$ cat src/rtl/uart_hex_string_accumulator.sv
// Assembles toggle-handshake UART characters into a DIGITS-wide hex value, committed on CR/LF.
// Optional backspace editing (0x08/0x7F) is enabled by defining HEXACC_BACKSPACE_EN.
module uart_hex_string_accumulator #(
  parameter int DIGITS   = 4,
  parameter int OVF_MODE = 0,
  localparam int CW      = $clog2(DIGITS + 1)
) (
  input  logic                  clk,
  input  logic                  rst,
  input  logic [7:0]            ascii_data,
  input  logic                  received_toggle_signal,
  output logic [4*DIGITS-1:0]   hex_value,
  output logic                  commit_strobe,
  output logic [CW-1:0]         digit_count,
  output logic                  line_error
);

  localparam int VW = 4 * DIGITS;
  localparam logic [CW-1:0] FULL = CW'(DIGITS);

`ifdef HEXACC_BACKSPACE_EN
  localparam bit BS_EN = 1'b1;
`else
  localparam bit BS_EN = 1'b0;
`endif

  typedef enum logic [1:0] {S_EMPTY, S_ENTRY, S_ERROR} state_t;

  state_t          state, state_nxt;
  logic [VW-1:0]   shadow, shadow_nxt, hex_nxt;
  logic [CW-1:0]   count, count_nxt;
  logic            strobe_nxt, err_nxt;
  logic            prev_toggle;
  logic            evt;

  function automatic logic is_hex(input logic [7:0] c);
    return (c >= 8'h30 && c <= 8'h39) || (c >= 8'h41 && c <= 8'h46) ||
           (c >= 8'h61 && c <= 8'h66);
  endfunction

  function automatic logic is_term(input logic [7:0] c);
    return (c == 8'h0D) || (c == 8'h0A);
  endfunction

  function automatic logic is_bs(input logic [7:0] c);
    return BS_EN && ((c == 8'h08) || (c == 8'h7F));
  endfunction

  // Letters A-F/a-f share low nibbles 1..6, so adding 9 yields 10..15.
  function automatic logic [3:0] hex_nibble(input logic [7:0] c);
    return c[6] ? (c[3:0] + 4'd9) : c[3:0];
  endfunction

  function automatic logic [VW-1:0] shift_in(input logic [VW-1:0] s, input logic [3:0] n);
    logic [VW-1:0] r;
    r      = s << 4;
    r[3:0] = n;
    return r;
  endfunction

  assign evt         = (received_toggle_signal != prev_toggle);
  assign digit_count = count;

  always_comb begin
    state_nxt  = state;
    shadow_nxt = shadow;
    count_nxt  = count;
    hex_nxt    = hex_value;
    strobe_nxt = 1'b0;
    err_nxt    = line_error;
    if (evt && (ascii_data != 8'h20)) begin
      case (state)
        S_EMPTY: begin
          if (is_hex(ascii_data)) begin
            shadow_nxt = shift_in(shadow, hex_nibble(ascii_data));
            count_nxt  = CW'(1);
            state_nxt  = S_ENTRY;
          end else if (!is_term(ascii_data) && !is_bs(ascii_data)) begin
            state_nxt = S_ERROR;
            err_nxt   = 1'b1;
          end
        end
        S_ENTRY: begin
          if (is_hex(ascii_data)) begin
            if (count < FULL) begin
              shadow_nxt = shift_in(shadow, hex_nibble(ascii_data));
              count_nxt  = count + 1'b1;
            end else if (OVF_MODE == 0) begin
              shadow_nxt = shift_in(shadow, hex_nibble(ascii_data));
            end else begin
              state_nxt  = S_ERROR;
              err_nxt    = 1'b1;
              shadow_nxt = '0;
              count_nxt  = '0;
            end
          end else if (is_term(ascii_data)) begin
            hex_nxt    = shadow;
            strobe_nxt = 1'b1;
            err_nxt    = 1'b0;
            shadow_nxt = '0;
            count_nxt  = '0;
            state_nxt  = S_EMPTY;
          end else if (is_bs(ascii_data)) begin
            shadow_nxt = shadow >> 4;
            count_nxt  = count - 1'b1;
            if (count == CW'(1)) state_nxt = S_EMPTY;
          end else begin
            state_nxt  = S_ERROR;
            err_nxt    = 1'b1;
            shadow_nxt = '0;
            count_nxt  = '0;
          end
        end
        S_ERROR: begin
          if (is_term(ascii_data)) state_nxt = S_EMPTY;
        end
        default: state_nxt = S_EMPTY;
      endcase
    end
  end

  // Register stage: every consequence of a character lands on the same edge.
  always_ff @(posedge clk) begin
    if (!rst) begin
      state         <= S_EMPTY;
      shadow        <= '0;
      count         <= '0;
      hex_value     <= '0;
      commit_strobe <= 1'b0;
      line_error    <= 1'b0;
      prev_toggle   <= 1'b0;
    end else begin
      state         <= state_nxt;
      shadow        <= shadow_nxt;
      count         <= count_nxt;
      hex_value     <= hex_nxt;
      commit_strobe <= strobe_nxt;
      line_error    <= err_nxt;
      prev_toggle   <= received_toggle_signal;
    end
  end

endmodule

$ cat config.mk
export PLATFORM = sky130hd
export DESIGN_NAME = uart_hex_string_accumulator
export DESIGN_NICKNAME = d
export VERILOG_FILES = /design/src/rtl/uart_hex_string_accumulator.sv
export SDC_FILE = /design/constraint.sdc
export NUM_CORES = 1
export LEC_CHECK = 0
export CORE_AREA = 5 5 78 94
export CTS_BUF_LIST = sky130_fd_sc_hd__clkbuf_8
export DETAILED_ROUTE_END_ITERATION = 8
export DIE_AREA = 0 0 83 99
export PLACE_DENSITY = 0.5
export SLEW_MARGIN = 30
export SYNTH_ARGS = -nofsm -noshare
export SYNTH_HDL_FRONTEND = slang
export SYNTH_SLANG_ARGS = --single-unit
$ cat constraint.sdc
create_clock -name clk -period 2.1 [get_ports clk]
set_input_delay 0.525 -clock clk [delete_from_list [all_inputs] [get_ports clk]]
set_output_delay 0.525 -clock clk [all_outputs]
set_load 0.01 [all_outputs]
### Word level (Yosys, flattened, before mapping)

Cells that the tools add are included.

| storage, ports and cells | value |
|---|---|
| input bits | 11 |
| output and inout port bits | 21 |
| flip-flop bits (word level) | 40 |
| logic and storage cells | 68 |

| operators by class | value |
|---|---|
| bitwise logic cells | 4 |
| add/subtract/negate cells | 2 |
| eq/ne operators | 13 |
| reductions and logical operators | 15 |
| order comparisons | 7 |
| muxes and demuxes | 20 |

Operators with widths:

| cell | count |
|---|---|
| $mux W16 | 2 |
| $pmux W16 S2 | 1 |
| $eq A8 B4 Y1 const B | 2 |
| $ge A8 B7 Y1 const B | 2 |
| $le A8 B7 Y1 const B | 2 |
| $reduce_and A4 Y1 | 3 |
| $mux W2 | 5 |
| $ne A2 B2 Y1 const B | 5 |
| $mux W3 | 3 |
| $ge A8 B6 Y1 const B | 1 |
| $le A8 B6 Y1 const B | 1 |
| $ne A8 B6 Y1 const B | 1 |
| $ne A3 B3 Y1 const B | 2 |
| $pmux W2 S3 | 1 |
| $pmux W3 S2 | 1 |
| $mux W1 | 5 |
| $reduce_and A5 Y1 | 1 |
| $add A4 B4 Y4 const B | 1 |
| $logic_and A1 B1 Y1 | 4 |
| $mux W4 | 1 |
| $not A1 Y1 | 4 |
| $reduce_or A4 Y1 | 1 |
| $add A3 B1 Y3 const B | 1 |
| $logic_or A1 B1 Y1 | 3 |
| other kinds (8) | 8 |

### Logic depth before layout (Yosys ltp)

Gate-level depths: netlist of the first run.

| depth | value |
|---|---|
| depth in word-level cells | 6 |
| depth in mapped cells | 9 |
| mapped depth without buffers | 7 |

### Least setup slack after synthesis of the first run

OpenSTA, ideal clock, no wires.

| path | value |
|---|---|
| path kind | input to register |
| start | input ascii_data[1] |
| end | register hex_value[0] |
| stages on the path | 9 |
| slack | 0.141 ns |
| arrival time | 1.832 ns |
| required time | 1.972 ns |
| library setup time | 0.128 ns |
| buffers on the path | 2 |
| cell sequence | inv_1 -> ha_1 -> mux2i_1 -> and4bb_1 -> nand3_1 -> buf_4 -> buf_4 -> mux2i_1 -> nor2_1 |

| between the ends | value |
|---|---|
| longest elaborated chain between the ends | 6 |
| elaborated cells between the ends (all ways) | 18 |
| those cells by class | order compare: 6; eq/ne: 3; bitwise: 1; reduce/logical: 8 |

RTL lines:

| item | RTL line | source |
|---|---|---|
| start: declaration | 10 | `input logic [7:0] ascii_data,` |
| $ge A8 B6 Y1, or another cell as far along | 37 | `return (c >= 8'h30 && c <= 8'h39) \|\| (c >= 8'h41 && c <= 8'h46) \|\|` |
| $logic_and A1 B1 Y1 | 37 |  |
| $logic_or A1 B1 Y1 (2 in series) | 37 |  |
| $not A1 Y1 (no source line) | -- |  |
| $reduce_and A4 Y1 (no source line) * | -- |  |
| end signal: assignment | 136 | `hex_value <= hex_nxt;` |
| end: declaration | 12 | `output logic [4*DIGITS-1:0] hex_value,` |

Mark *: on every way between the ends. The rest lies on a longest branch, timed or not.
A chain may end at the register's enable or synchronous reset.

### Worst setup path in the final report of the first run

| path | value |
|---|---|
| start | input ascii_data[4] |
| end | register count[2], in the netlist digit_count[2] |

| between the ends | value |
|---|---|
| longest elaborated chain between the ends | 6 |
| elaborated cells between the ends (all ways) | 18 |
| those cells by class | order compare: 6; eq/ne: 3; mux: 2; reduce/logical: 7 |

RTL lines:

| item | RTL line | source |
|---|---|---|
| $ge A8 B6 Y1, or another cell as far along | 37 |  |
| $logic_and A1 B1 Y1 | 37 |  |
| $logic_or A1 B1 Y1 (2 in series) | 37 |  |
| $ne A3 B3 Y1 (no source line), or another cell as far along | -- |  |
| $reduce_and A4 Y1 (no source line) / $pmux W3 S2 (equally long branches) | -- |  |
| end signal: assignment | 135 | `count <= count_nxt;` |
| end: declaration | 31 | `logic [CW-1:0] count, count_nxt;` |

Several ways; a longest one is shown, not always the timed one.

==> results of run 1 <==
==> worst max-delay path by stage <==
stage                        from                          end  slack [ns]  depth (start not counted)
CTS                 ascii_data[2]        state[1]$_SDFFE_PN0P_        0.02                          5
finish              ascii_data[4]  digit_count[2]$_SDFFE_PN0P_        0.11                          9
global placement    ascii_data[1]       shadow[0]$_SDFFE_PN0P_       -0.49                          9
floorplan           ascii_data[1]    hex_value[0]$_SDFFE_PN0P_        0.14                          9
global route        ascii_data[4]       shadow[6]$_SDFFE_PN0P_       -0.02                          9
detailed placement  ascii_data[1]      shadow[14]$_SDFFE_PN0P_       -0.54                          9
==> layer usage <==
metal	vias to the layer above	track usage (%)	part of all wire, %
li1	807	-	-
met1	739	13.2	43
met2	31	19.8	50
met3	5	3.26	5.2
met4	0	3.77	1.6
met5	-	0	0
==> through the flow <==
step	utilization (%)	TNS, ns	setup slack [ns]	area, sq um	hold WS (ns)
final	40.3	0	0.106	2550	0.483
after global routing	40.3	-0.0458	-0.0219	2550	0.519
after CTS	39.8	0	0.0190	2520	0.487
after detailed placement	37.5	-18.00	-0.545	2370	0.476
after global placement	37.5	-16.64	-0.490	2370	0.472
after floorplan	-	0	0.141	1850	0.453
==> area by class of cell <==
cell class	count	area, sq um	share of cell area, %
clock buffer	5	68.8	2.70
sequential	40	801	31.4
clock inverter	3	38.8	1.52
timing repair buffer	57	541	21.2
inverter	3	11.3	0.442
tap	85	106	4.17
multi-input combinational	143	981	38.5
==> report_power, final <==
part / internal [W] / switching, W / total (W)
sequential: 0.000766 / 0.00000957 / 0.000776
clock: 0.000348 / 0.000265 / 0.000613
combinational: 0.0000969 / 0.000107 / 0.000204
==> layout by cell type (no fill, tap or decap), drive strengths merged, types with 3 or more instances in the layout <==
cell           Yosys  routed
buf               10      26
inv                3       4
mux2i             17      17
nand2              6       6
o21ai             21      21
clkdlybuf4s50      0      27
xnor2              3       3
nor2              22      22
nand3             21      21
a21oi             19      19
ha                 6       6
dfxtp             40      40
clkbuf             5       5
==> logic make-up (layout without fill, tap and decap cells) <==
family | after synthesis | in the layout
AND/OR/NAND/NOR | 64 | 64
AO/OA/AOI/OAI | 52 | 52
flip-flops | 40 | 40
buffers and inverters | 18 | 68
multiplexers | 17 | 17
adder cells (fa/ha/maj) | 6 | 6
XOR/XNOR | 4 | 4
==> state kept, by name, summed over array words and instances (netlist names) <==
register       count
line_error         1
digit_count        3
prev_toggle        1
hex_value         16
shadow            16
commit_strobe      1
state              2
==> timing repair <==
| item | CTS | global route |
|---|---|---|
| endpoints found under the hold margin | 0 | 0 |
| endpoints found under the setup margin | 38 | 23 |
| pin swaps | 1 | 2 |
| buffers inserted | 1 | 0 |
| resized for setup | 12 | 6 |
==> critical path: stages <==
cell,delay (ns)
sky130_fd_sc_hd__clkdlybuf4s50_1,0.51
sky130_fd_sc_hd__buf_4,0.13
sky130_fd_sc_hd__nor3_2,0.03
sky130_fd_sc_hd__buf_4,0.14
sky130_fd_sc_hd__a211oi_4,0.29
sky130_fd_sc_hd__buf_6,0.24
sky130_fd_sc_hd__a21o_1,0.13
sky130_fd_sc_hd__nand3_1,0.07
sky130_fd_sc_hd__a21oi_1,0.15
==> impl_summary.md, run 1 <==
Status
The run finished with clean final reports.

Critical path
The worst register-to-register path begins at state[0]$_SDFFE_PN0P_. Data on the critical path is required at its endpoint by 2.33 ns. The worst register-to-register path ends at hex_value[11]$_SDFFE_PN0P_.

Along the worst path, the maximum fanout reaches 20. The category of the critical setup timing path is primary input to flip-flop. For the worst flop-to-flop path, the logic depth is 5. Data on the critical path arrives at its endpoint at 2.22 ns. The reg2reg setup slack is 0.54 ns. The critical path endpoint category is a flip-flop.

STA classifies the critical path startpoint as a primary input.

Yosys
By area the synthesized netlist is led by sky130_fd_sc_hd__dfxtp_1 43%, sky130_fd_sc_hd__mux2i_1 9.2%, sky130_fd_sc_hd__nand3_1 5.7%. In this run, synthesis produced a sequential element count of 40. The register area share after synthesis is 43.4%.

The dominant combinational cell family by area after synthesis is simple AND/OR/NAND/NOR gates. For this run, the number of Yosys warnings is 0. In the synthesized netlist, mux cells make up 9.22% of the area.

The mapped netlist covers 1850 sq um. The synthesized instance count is 201. The flip-flop cell with the highest count after synthesis is sky130_fd_sc_hd__dfxtp_1. The compound-cell area share of the yosys netlist is 17.2%. The synthesized net count is 218. By instance count, the leading cell after synthesis is sky130_fd_sc_hd__dfxtp_1. The post-synthesis adder-cell area fraction is 4.07%. The biggest area contributor in the post-synthesis netlist is sky130_fd_sc_hd__dfxtp_1. The synthesized design contains 0 enable-type register cells. The synthesized netlist devotes 1.90% of its cell area to XOR and XNOR gates. The average instance area after synthesis is 9.18 sq um.

Of the total synthesized cell area, the portion taken by AND, OR, NAND and NOR gates is 18.2%. In the synthesized netlist, the cells that appear most often are 40 x sky130_fd_sc_hd__dfxtp_1, 22 x sky130_fd_sc_hd__nor2_1, 21 x sky130_fd_sc_hd__nand3_1. Of the post-synthesis cell area, the dominant cell type holds 43.4%.

Of all flip-flops after synthesis, the portion carrying an async set or reset was 0%. The number of different library cells in the post-synthesis netlist is 40.

Die
During I/O placement, the number of pins put on the boundary was 32. The initial utilization of the core area, before any placement, comes to 29.2%. The region available for standard cell placement spans 6330 sq um. The width of the chip is 83 um. The die outline area is 8220 sq um.

The floorplan step set the die height to 99 um. In this run the core area contains 32 standard-cell rows.

Global route
The number of global-route vias before repair is 1,528. The first global-routing pass estimated 7.58 mm of wire. The overall routing resource usage is 11.3%. The maximum number of pins on one net before global-route repair is 21.

For this run the aggregate overflow at the end of global routing stands at 0. The number of antenna violations at the first check in global routing is 0.

Placed design
The total instance count after detailed placement is 327. The count of buffers from port buffering is 31. The congestion estimate from routability-driven global placement came to 0.780. Detailed placement ended at an HPWL of 3.17 mm.

Clock network
TritonCTS built the clock tree. The clock buffer count from CTS is 5. The quantity of hold-fixing buffers added after cts is 0. The number of levels the H-tree was split into is 2.

The clock sink total is 40. The clock transition at the registers of the reported paths is 0.08 ns. Counting along the longest clock path gives a buffer depth of 2. The clock latency on the worst-skew pair is 0.29 ns. The root buffer selected by CTS is sky130_fd_sc_hd__clkbuf_8.

Route
For this run, design rule violations remaining after detail routing come to 0. The final routed wirelength across all metal layers is 4.45 mm. The iteration-0 DRC count of the detailed router is 74.

Dividing the detail-routed wire length by the instance count gives 13.2 um. The pre-antenna-repair detailed-routing pass consisted of 4 iterations. The count of nets left with antenna violations once routing finished came out at 0.

Using the TritonRoute via totals, the vias-per-cell ratio works out to 4.71. The via count is 1,582.

Layout
In the final layout, the share of cells above drive strength 1 is 19.5%. After filler insertion, the fill cell instance count of the layout stands at 682. The area growth from synthesis to layout is 38.0%.

The count of non-filler cells in the finished layout is 336. The final layout net count is 267. The number of antenna diodes is 0.

Worst hold path
The worst hold path was traced through 2 stages. The min-delay analysis places its worst path in the category flip-flop to flip-flop. In this run the most critical hold path is launched from shadow[15]$_SDFFE_PN0P_. The worst hold endpoint is shadow[15]$_SDFFE_PN0P_.

Pwr
IR analysis of the VDD net gives a maximum drop of 365 uV. The completed layout was analyzed and its total power is 0.00159 W. The power density normalized to cell area is 625 nW/um^2.

The analysis attributes to cell leakage a power of 1.08 nW.

Timing
The count of final max-slew check failures was 0. The slew at the pin with the worst max-slew slack is 0.501 ns. The worst slew margin relative to its limit is 66.4%. The achievable clock frequency is 0.502 GHz. Setup repair after global routing could not meet its margin everywhere. The count of final setup violators is 0. The portion of the clock cycle consumed by the worst path in the final layout is 94.9%.

For the finished layout, the period the worst path requires is 1.99 ns. The total count of hold-check failures in the final report is 0. Between clock sinks in the finished design, the worst skew comes to 0.00789 ns.

Run
Max-cap violations in this run came to 0.
(Power assumes the default switching activity.)
==> run 2: changes to the inputs <==
--- a/config.mk
+++ b/config.mk
@@ -5,10 +5,11 @@
 export SDC_FILE = /design/constraint.sdc
 export NUM_CORES = 1
 export LEC_CHECK = 0
-export CORE_AREA = 5 5 78 94
+export ABC_AREA = 1
+export CORE_AREA = 5 5 80 96
 export CTS_BUF_LIST = sky130_fd_sc_hd__clkbuf_8
 export DETAILED_ROUTE_END_ITERATION = 8
-export DIE_AREA = 0 0 83 99
+export DIE_AREA = 0 0 85 101
 export PLACE_DENSITY = 0.5
 export SLEW_MARGIN = 30
 export SYNTH_ARGS = -nofsm -noshare
==> run 2 against run 1 <==
First-iteration DRC count fell by 19%. Fmax rose by 0.67%. Cell count rose by 27%. Non-clock buffer count rose by 4. Register-to-register slack got worse by 0.04 ns. Sequential share of layout area fell by 1.7 points. Die area rose by 4.5%. Clock power fell by 1%. Area after synthesis rose by 4.9%. Utilization barely moved. Flip-flop and latch count did not move. Largest power group unchanged.
==> impl_summary.md, run 2 <==
Pwr
The total power was 0.00175 W (+10%). The switching power total is 0.000453 W (+19%). The share of total power consumed by net switching was 25.8% (+1.8 points).

The static power due to leakage came to 1.18 nW (+9.4%). The power share of the combinational group was 18.2% (+5.4 points). The power density normalized to cell area was 651 nW/um^2 (+4.1%). The clock network fraction of total power is 34.5% (-4.0 points). The worst IR drop on VDD was 233 uV (-36%). The proportion of power drawn by flip-flops and latches came to 47.3% (-1.4 points). The total internal power is 0.00130 W (+7.5%).

Global route
The overall routing resource usage came to 10.3% (-1.0 points). The overall overflow remaining after global route is 0 (unchanged). The first-pass GRT wire length is 7.20 mm (-4.9%).

The maximum number of pins on one net before global-route repair is 28 (+33%). The number of antenna violations at the first check in global routing is 0 (unchanged). The number of global-route vias before repair is 1,702 (+11%).

Critical path
The endpoint of the worst-slack reg-to-reg timing path is hex_value[15]$_SDFFE_PN0P_. The category of the critical setup timing path is primary input to flip-flop. The worst stage delay on the critical path is 0.45 ns (-0.06 ns).

The startpoint of the most critical register-to-register path is state[0]$_SDFFE_PN0P_. The highest fanout seen on the critical path came to 13 (-35%). The number of cell instances on the worst register-to-register path was 6 (+1). The arrival time of data at the critical path endpoint came to 2.17 ns (-0.05 ns). The reg2reg setup slack is 0.50 ns (-0.04 ns). The required arrival time at the worst endpoint is 2.29 ns (-0.04 ns). The critical path goes through clkdlybuf4s50_1 > buf_4 > o21ai_1 > nor2_2 > nand3_4 > a21oi_4 > clkbuf_16 > o21ai_0 > nand2_1 > nor2_1. The highest-delay cell along the critical path is sky130_fd_sc_hd__clkdlybuf4s50_1. The startpoint kind of the worst setup timing path is a primary input. The family of cells with the greatest summed delay on the critical path is buffers and inverters. The combined buffer and inverter count along the critical path was 3 (-1).

The worst setup path is captured at a flip-flop.

Yosys
The cell taking the most area after synthesis is sky130_fd_sc_hd__dfxtp_1. The register area share after synthesis is 41.4% (-2.0 points). The synthesized instance count is 283 (+41%).

In the synthesized netlist the dominant register cell turns out to be sky130_fd_sc_hd__dfxtp_1. The number of enable-type register cells in the synthesized netlist was 0 (unchanged). The synthesized net count is 300 (+38%). By instance count, the leading cell after synthesis is sky130_fd_sc_hd__nand2_1. The number of different library cells in the post-synthesis netlist is 23 (-43%). The average instance area after synthesis is 6.84 sq um (-26%). The number of warnings reported in the yosys synthesis log came to 0 (unchanged). The flip-flop and latch count after synthesis was 40 (unchanged). The fraction of registers with async set or reset after synthesis is 0% (unchanged). The cell area after technology mapping is 1940 sq um (+4.9%). The commonest cells after synthesis are 52 x sky130_fd_sc_hd__nand2_1, 47 x sky130_fd_sc_hd__nor2_1, 45 x sky130_fd_sc_hd__inv_1. Yosys attributes the largest share of cell area to sky130_fd_sc_hd__dfxtp_1 41%, sky130_fd_sc_hd__nand2_1 10%, sky130_fd_sc_hd__nor2_1 9.1%. The fraction of post-synthesis cell area in the top cell type by area is 41.4% (-2.0 points).

Timing
The achievable clock frequency came to 0.505 GHz (+0.67%). The worst slew margin relative to its limit was 69.5% (+3.2 points). The clock tree skew after final layout was 0.00537 ns (-0.00252 ns). Setup repair after global routing left no endpoint under its margin. The portion of the clock cycle consumed by the worst path in the final layout came to 94.3% (-0.63 points). The post-layout minimum cycle time was 1.98 ns (-0.0132 ns). The count of final setup violators was 0 (unchanged). The final sum of negative setup slack is 0 ns (unchanged). The worst hold margin is 0.443 ns (-0.0407 ns). The count of final max-slew check failures came to 0 (unchanged). The slew at the pin with the worst max-slew slack is 0.455 ns (-0.0458 ns). The total count of hold-check failures in the final report is 0 (unchanged).

Clock network
The clock buffer count from CTS came to 5 (unchanged). The number of levels the H-tree was split into came to 2 (unchanged). The TritonCTS clock tree is done. The clock latency on the worst-skew pair was 0.29 ns (about the same). The post-CTS setup buffer count is 0 (-1). Clock tree synthesis selected as its root buffer the cell sky130_fd_sc_hd__clkbuf_8.

The clock sink total is 40 (unchanged). The quantity of hold-fixing buffers added after cts is 0 (unchanged). The maximum buffer depth of the clock tree came to 2 (unchanged).

The clock transition at the registers of the reported paths is 0.07 ns (about the same).

Route
The via count came to 1,809 (+14%). The final antenna-violating net count is 0 (unchanged). The number of iterations in the first detailed-routing pass was 4 (unchanged). The detailed-route DRC error count is 0 (unchanged). The post-detailed-route via-to-cell ratio is 4.23 (-10%). The wire length per cell after detailed routing is 10.0 um (-24%). The final routed wirelength across all metal layers came to 4.30 mm (-3.4%).

The iteration-0 DRC count of the detailed router is 60 (-19%).

Placed design
The count of buffers from port buffering is 31 (unchanged). The total instance count after detailed placement is 418 (+28%). The standard cell area after detailed placement is 2530 sq um (+6.4%). The final RePlAce weighted congestion is 0.823 (+5.4%). The post-DP HPWL came to 3.27 mm (+3.3%).

Layout
The final design instance area without fill is 2700 sq um (+5.8%). Leaving out fill and tap cells, the most frequent cells in the layout are 51 x sky130_fd_sc_hd__nand2_1, 46 x sky130_fd_sc_hd__nor2_1, 44 x sky130_fd_sc_hd__inv_1. The synthesis-to-layout area growth is 39.2%.

The most common cell after layout, fill and taps aside is sky130_fd_sc_hd__nand2_1. The number of antenna diodes is 0 (unchanged). The share of final-layout standard cells stronger than drive strength 1 is 14.1% (-5.4 points). The count of non-filler cells in the finished layout came to 428 (+27%).

The final layout net count was 357 (+34%).

Worst hold path
The count of cells along the worst hold path came to 2 (unchanged). The worst hold-check path type is flip-flop to flip-flop. For hold timing, the worst endpoint is hex_value[8]$_SDFFE_PN0P_. In this run the most critical hold path is launched from hex_value[8]$_SDFFE_PN0P_.

Die
The core region area was 6690 sq um (+5.7%). The number of top-level pins is 32 (unchanged). The vertical die dimension is 101 um (+2.0%). The width of the chip is 85 um (+2.4%).

The site row count was 33 (+3.1%). The die outline area is 8590 sq um (+4.5%). The starting density of the core is 28.9% (-0.24 points).

Status
The flow ran to the end, and the final reports show no timing, DRC or antenna violations.

Run
The max capacitance violation total is 0 (unchanged).
-- run 2: cell count changes in the layout (fill, tap and decap cells not counted), moves of 3 or more --
cell and change:
sky130_fd_sc_hd__nand2_1 +45, sky130_fd_sc_hd__nand4_1 +3, sky130_fd_sc_hd__buf_4 +4, sky130_fd_sc_hd__mux2i_1 -17, sky130_fd_sc_hd__nand2_2 +3, sky130_fd_sc_hd__inv_1 +43, sky130_fd_sc_hd__nand3_1 -11, sky130_fd_sc_hd__o21ai_0 +4
sky130_fd_sc_hd__xnor2_1 -3, sky130_fd_sc_hd__nor2_1 +24, sky130_fd_sc_hd__o21ai_1 +14
-- run 2: timing repair --
action / in CTS / in global routing
endpoints found under the setup margin: 0 / 30
resized for setup: 0 / 6
hold endpoints to repair: 0 / 0
-- run 2: cell families (layout without fill, tap and decap cells) --
logic type      Yosys count  count (layout)  synth area share, %
xor+xnor                  3               3                 1.36
flops                    40              40                 41.4
fa+ha+maj                 6               6                 3.88
buf+inv                  57             115                 12.2
simple gates            117             117                 25.0
compound gates           60              60                 16.3
-- run 2: stage by stage --
step / setup slack [ns] / utilization [%]
2_1_floorplan: 0.311 / -
3_3_place_gp: -0.204 / 37.8
3_5_place_dp: -0.281 / 37.8
4_1_cts: 0.0354 / 39.4
5_1_grt: 0.0222 / 40.3
6_report: 0.119 / 40.3
-- run 2: power groups by stage --
stage	clock, W	sequential [W]	combinational [W]
6_report	0.000605	0.000830	0.000318
5_1_grt	0.000660	0.000837	0.000363
4_1_cts	0.000632	0.000831	0.000301
3_5_place_dp	0	0.000849	0.000300
3_3_place_gp	0	0.000849	0.000298
2_1_floorplan	0	0.000843	0.000187
-- run 2: layer usage --
metal / vias to the layer above / part of all wire, % / global-route usage, %
met5: - / 0 / 0
met4: 0 / 1.6 / 4.14
met3: 5 / 4.9 / 2.53
met2: 30 / 48 / 18.7
met1: 776 / 45 / 11.4
li1: 998 / - / -
-- run 2: worst max-delay path by stage --
stage | start | slack, ns | depth (start not counted) | endpoint
after floorplan | ascii_data[0] | 0.31 | 12 | shadow[4]$_SDFFE_PN0P_
after global placement | ascii_data[1] | -0.20 | 10 | hex_value[15]$_SDFFE_PN0P_
after detailed placement | ascii_data[1] | -0.28 | 12 | shadow[5]$_SDFFE_PN0P_
after CTS | ascii_data[0] | 0.04 | 12 | shadow[5]$_SDFFE_PN0P_
after global routing | ascii_data[2] | 0.02 | 11 | shadow[4]$_SDFFE_PN0P_
final | ascii_data[6] | 0.12 | 10 | shadow[15]$_SDFFE_PN0P_
-- run 2: layout make-up --
type / instances / area [sq um]
Timing Repair Buffer: 61 / 601
Sequential cell: 40 / 801
Fill cell: 743 / 3990
Clock buffer: 5 / 68.8
Multi-Input combinational cell: 186 / 905
Inverter: 46 / 173
Clock inverter: 3 / 38.8
Tap cell: 87 / 109
-- run 2: worst min-delay path, cell delays in order, from the launching register on --
cell	delay [ns]
sky130_fd_sc_hd__dfxtp_1	0.31
sky130_fd_sc_hd__inv_1	0.05
sky130_fd_sc_hd__a21oi_1	0.05
==> run 3: changes to the inputs <==
--- a/config.mk
+++ b/config.mk
@@ -11,6 +11,7 @@
 export DETAILED_ROUTE_END_ITERATION = 8
 export DIE_AREA = 0 0 85 101
 export PLACE_DENSITY = 0.5
+export SETUP_SLACK_MARGIN = 0.4
 export SLEW_MARGIN = 30
 export SYNTH_ARGS = -nofsm -noshare
 export SYNTH_HDL_FRONTEND = slang
==> constraint.sdc (replaced) <==
create_clock -name clk -period 2.2 [get_ports clk]
set_input_delay 0.55 -clock clk [delete_from_list [all_inputs] [get_ports clk]]
set_output_delay 0.55 -clock clk [all_outputs]
set_load 0.01 [all_outputs]
==> run 3 against run 2 <==
Wire length up 7.7%. Die area did not move. Final area grew 2.0%. Critical path type unchanged. Largest cell class unchanged. Highest routed layer unchanged.
==> impl_summary.md, run 3 (synthesis gave the netlist of run 2 again) <==
Status
The flow ran to the end, and the final reports show no timing, DRC or antenna violations.

Clock network
The root buffer selected by CTS is sky130_fd_sc_hd__clkbuf_8. The clock sink total is 40 (unchanged). The clock buffer count from CTS is 5 (unchanged). The clock latency on the worst-skew pair is 0.29 ns (about the same). The clock transition at the registers of the reported paths is 0.07 ns (about the same).

TritonCTS built the clock tree. The number of levels the H-tree was split into is 2 (unchanged). The maximum buffer depth of the clock tree came to 2 (unchanged).

Critical path
Among all stages on the critical path, the largest delay is contributed by sky130_fd_sc_hd__dlygate4sd2_1. The highest fanout seen on the critical path came to 15 (+2). The critical path endpoint category is a flip-flop. The critical path goes through dlygate4sd2_1 > buf_4 > nor2_1 > nand2_1 > a21oi_2 > nand3_4 > buf_12 > o21ai_0 > a21oi_1. The worst stage delay on the critical path was 0.27 ns (-0.18 ns). The required arrival time at the worst endpoint was 2.37 ns (+0.08 ns).

The startpoint kind of the worst setup timing path is a primary input. By startpoint and endpoint, the worst setup path is classified as primary input to flip-flop. The combined buffer and inverter count along the critical path is 3 (unchanged). The arrival time of data at the critical path endpoint is 1.94 ns (-0.23 ns). The family of cells with the greatest summed delay on the critical path is buffers and inverters.

Timing
The slew at the pin with the worst max-slew slack is 0.573 ns (+0.118 ns). For this run, the top clock speed supported by timing is 0.566 GHz. The worst slew margin relative to its limit is 61.6% (-7.9 points). The total count of hold-check failures in the final report is 0 (unchanged). Setup repair after global routing left no endpoint under its margin. The worst hold margin came to 0.441 ns (-0.00163 ns). The clock tree skew after final layout is 0.00389 ns (-0.00148 ns). The final critical-path setup slack is 0.432 ns (+0.313 ns). The count of final setup violators is 0 (unchanged). The post-layout minimum cycle time is 1.77 ns. The count of final max-slew check failures is 0 (unchanged). In the finished design, the share of the clock period the worst path needs comes to 80.4%.

Layout
The count of non-filler cells in the finished layout is 427 (-0.23%). The share of final-layout standard cells stronger than drive strength 1 came to 17.4% (+3.3 points). The number of antenna diodes is 0 (unchanged). The synthesis-to-layout area growth is 42.1%.

The library cell used most frequently in the layout, excluding fill and tap cells, is sky130_fd_sc_hd__nand2_1. The top cell types in the final layout, fill and taps aside, are 51 x sky130_fd_sc_hd__nand2_1, 44 x sky130_fd_sc_hd__nor2_1, 43 x sky130_fd_sc_hd__inv_1. The final layout net count was 357 (unchanged).

The final design instance area without fill is 2750 sq um (+2.0%).

Pwr
The switching power total is 0.000438 W (-3.2%). The total power was 0.00163 W (-6.8%). The static power due to leakage is 1.22 nW (+3.6%). The proportion of power drawn by flip-flops and latches is 48.5% (+1.2 points). The worst IR drop on VDD is 278 uV (+19%). The power share of the combinational group was 19.6% (+1.4 points). The share of total power consumed by net switching is 26.8% (+0.99 points). The clock network fraction of total power is 31.9% (-2.6 points). The power density normalized to cell area is 594 nW/um^2 (-8.6%). The total internal power is 0.00120 W (-8.0%).

Placed design
The final RePlAce weighted congestion was 0.829 (+0.74%). The standard cell area after detailed placement came to 2490 sq um (-1.5%). The count of buffers from port buffering is 31 (unchanged). The post-DP HPWL came to 3.22 mm (-1.7%). The worst setup timing slack at the placement stage is -0.179 ns (+0.102 ns). The total instance count after detailed placement came to 411 (-1.7%).

Global route
The number of global-route vias before repair was 1,782 (+4.7%). The overall routing resource usage is 11.1% (+0.75 points). The number of antenna violations at the first check in global routing is 0 (unchanged). The maximum number of pins on one net before global-route repair is 30 (+7.1%). The first-pass GRT wire length is 7.69 mm (+6.8%). The overall overflow remaining after global route came to 0 (unchanged).

Route
The detailed-route DRC error count is 0 (unchanged). The iteration-0 DRC count of the detailed router is 49 (-18%). The final antenna-violating net count was 0 (unchanged).

The final routed wirelength across all metal layers came to 4.63 mm (+7.7%). The post-detailed-route via-to-cell ratio is 4.31 (+2.0%). The number of iterations in the first detailed-routing pass came to 4 (unchanged). The wire length per cell after detailed routing is 10.8 um (+8.0%). The via count came to 1,841 (+1.8%).

Die
The number of top-level pins is 32 (unchanged). The vertical die dimension is 101 um (unchanged). The starting density of the core is 28.9% (unchanged). The width of the chip is 85 um (unchanged).

The site row count was 33 (unchanged). The core region area came to 6690 sq um (unchanged). The die outline area was 8590 sq um (unchanged).

Worst hold path
The path class of the tightest hold or removal check is flip-flop to flip-flop.

Run
The max capacitance violation total is 0 (unchanged).
## run 3: changes by cell type in the layout (fill, tap and decap cells not counted), moves of 2 or more
cell / change
sky130_fd_sc_hd__buf_4: -6
sky130_fd_sc_hd__nor2_1: -2
sky130_fd_sc_hd__nor2_2: +2
sky130_fd_sc_hd__clkdlybuf4s50_1: -9
sky130_fd_sc_hd__buf_6: +4
sky130_fd_sc_hd__clkbuf_8: +2
sky130_fd_sc_hd__nand3_1: -2
sky130_fd_sc_hd__clkbuf_2: +5
sky130_fd_sc_hd__dlygate4sd2_1: +3
## run 3: power by group through the flow
stage	combinational, W	sequential (W)	clock [W]
final	0.000321	0.000793	0.000521
after global placement	0.000281	0.000810	0
after CTS	0.000306	0.000793	0.000538
after global routing	0.000367	0.000799	0.000569
after detailed placement	0.000282	0.000810	0
after floorplan	0.000180	0.000805	0
## run 3: final cells by class
type	instances	area, sq um
clock buffers	7	96.3
fillers	738	3940
inverters	46	175
multi-input cells	186	947
flip-flops and latches	40	801
well taps	87	109
repair buffers	61	622
## run 3: timing repair
item / CTS / global route
cloned: 2 / 2
resized for setup: 18 / 22
hold buffers: 0 / 0
setup endpoints to repair: 40 / 40
buffers inserted: 4 / 1
pin swaps: 6 / 10
## run 3: path summary, 6_finish.rpt
kind	startpoint	end	slack (ns)	cells past startpoint
setup / recovery	ascii_data[4]	hex_value[1]$_SDFFE_PN0P_	0.43	9
hold / removal	hex_value[15]$_SDFFE_PN0P_	hex_value[15]$_SDFFE_PN0P_	0.44	2
setup reg to reg	state[0]$_SDFFE_PN0P_	hex_value[1]$_SDFFE_PN0P_	0.55	6
hold reg to reg	hex_value[15]$_SDFFE_PN0P_	hex_value[15]$_SDFFE_PN0P_	0.44	2
## run 3: worst min-delay path: cells and delay by family, from the launching register on
kind / cells / cell delay (ns)
AO/OA/AOI/OAI: 1 / 0.05
buffers and inverters: 1 / 0.04
flip-flops: 1 / 0.31
## run 3: layer usage
metal	up-vias	global-route usage, %	share of wire, %
li1	991	-	-
met1	806	12.4	44
met2	36	19.3	49
met3	8	2.94	5.2
met4	0	5.24	2.2
met5	-	0	0
## run 3: through the flow
step | TNS (ns) | utilization [%]
3_5_place_dp | -4.56 | 37.2
4_1_cts | 0 | 39.8
5_1_grt | 0 | 41.1
3_3_place_gp | -3.59 | 37.2
6_report | 0 | 41.1
2_1_floorplan | 0 | -
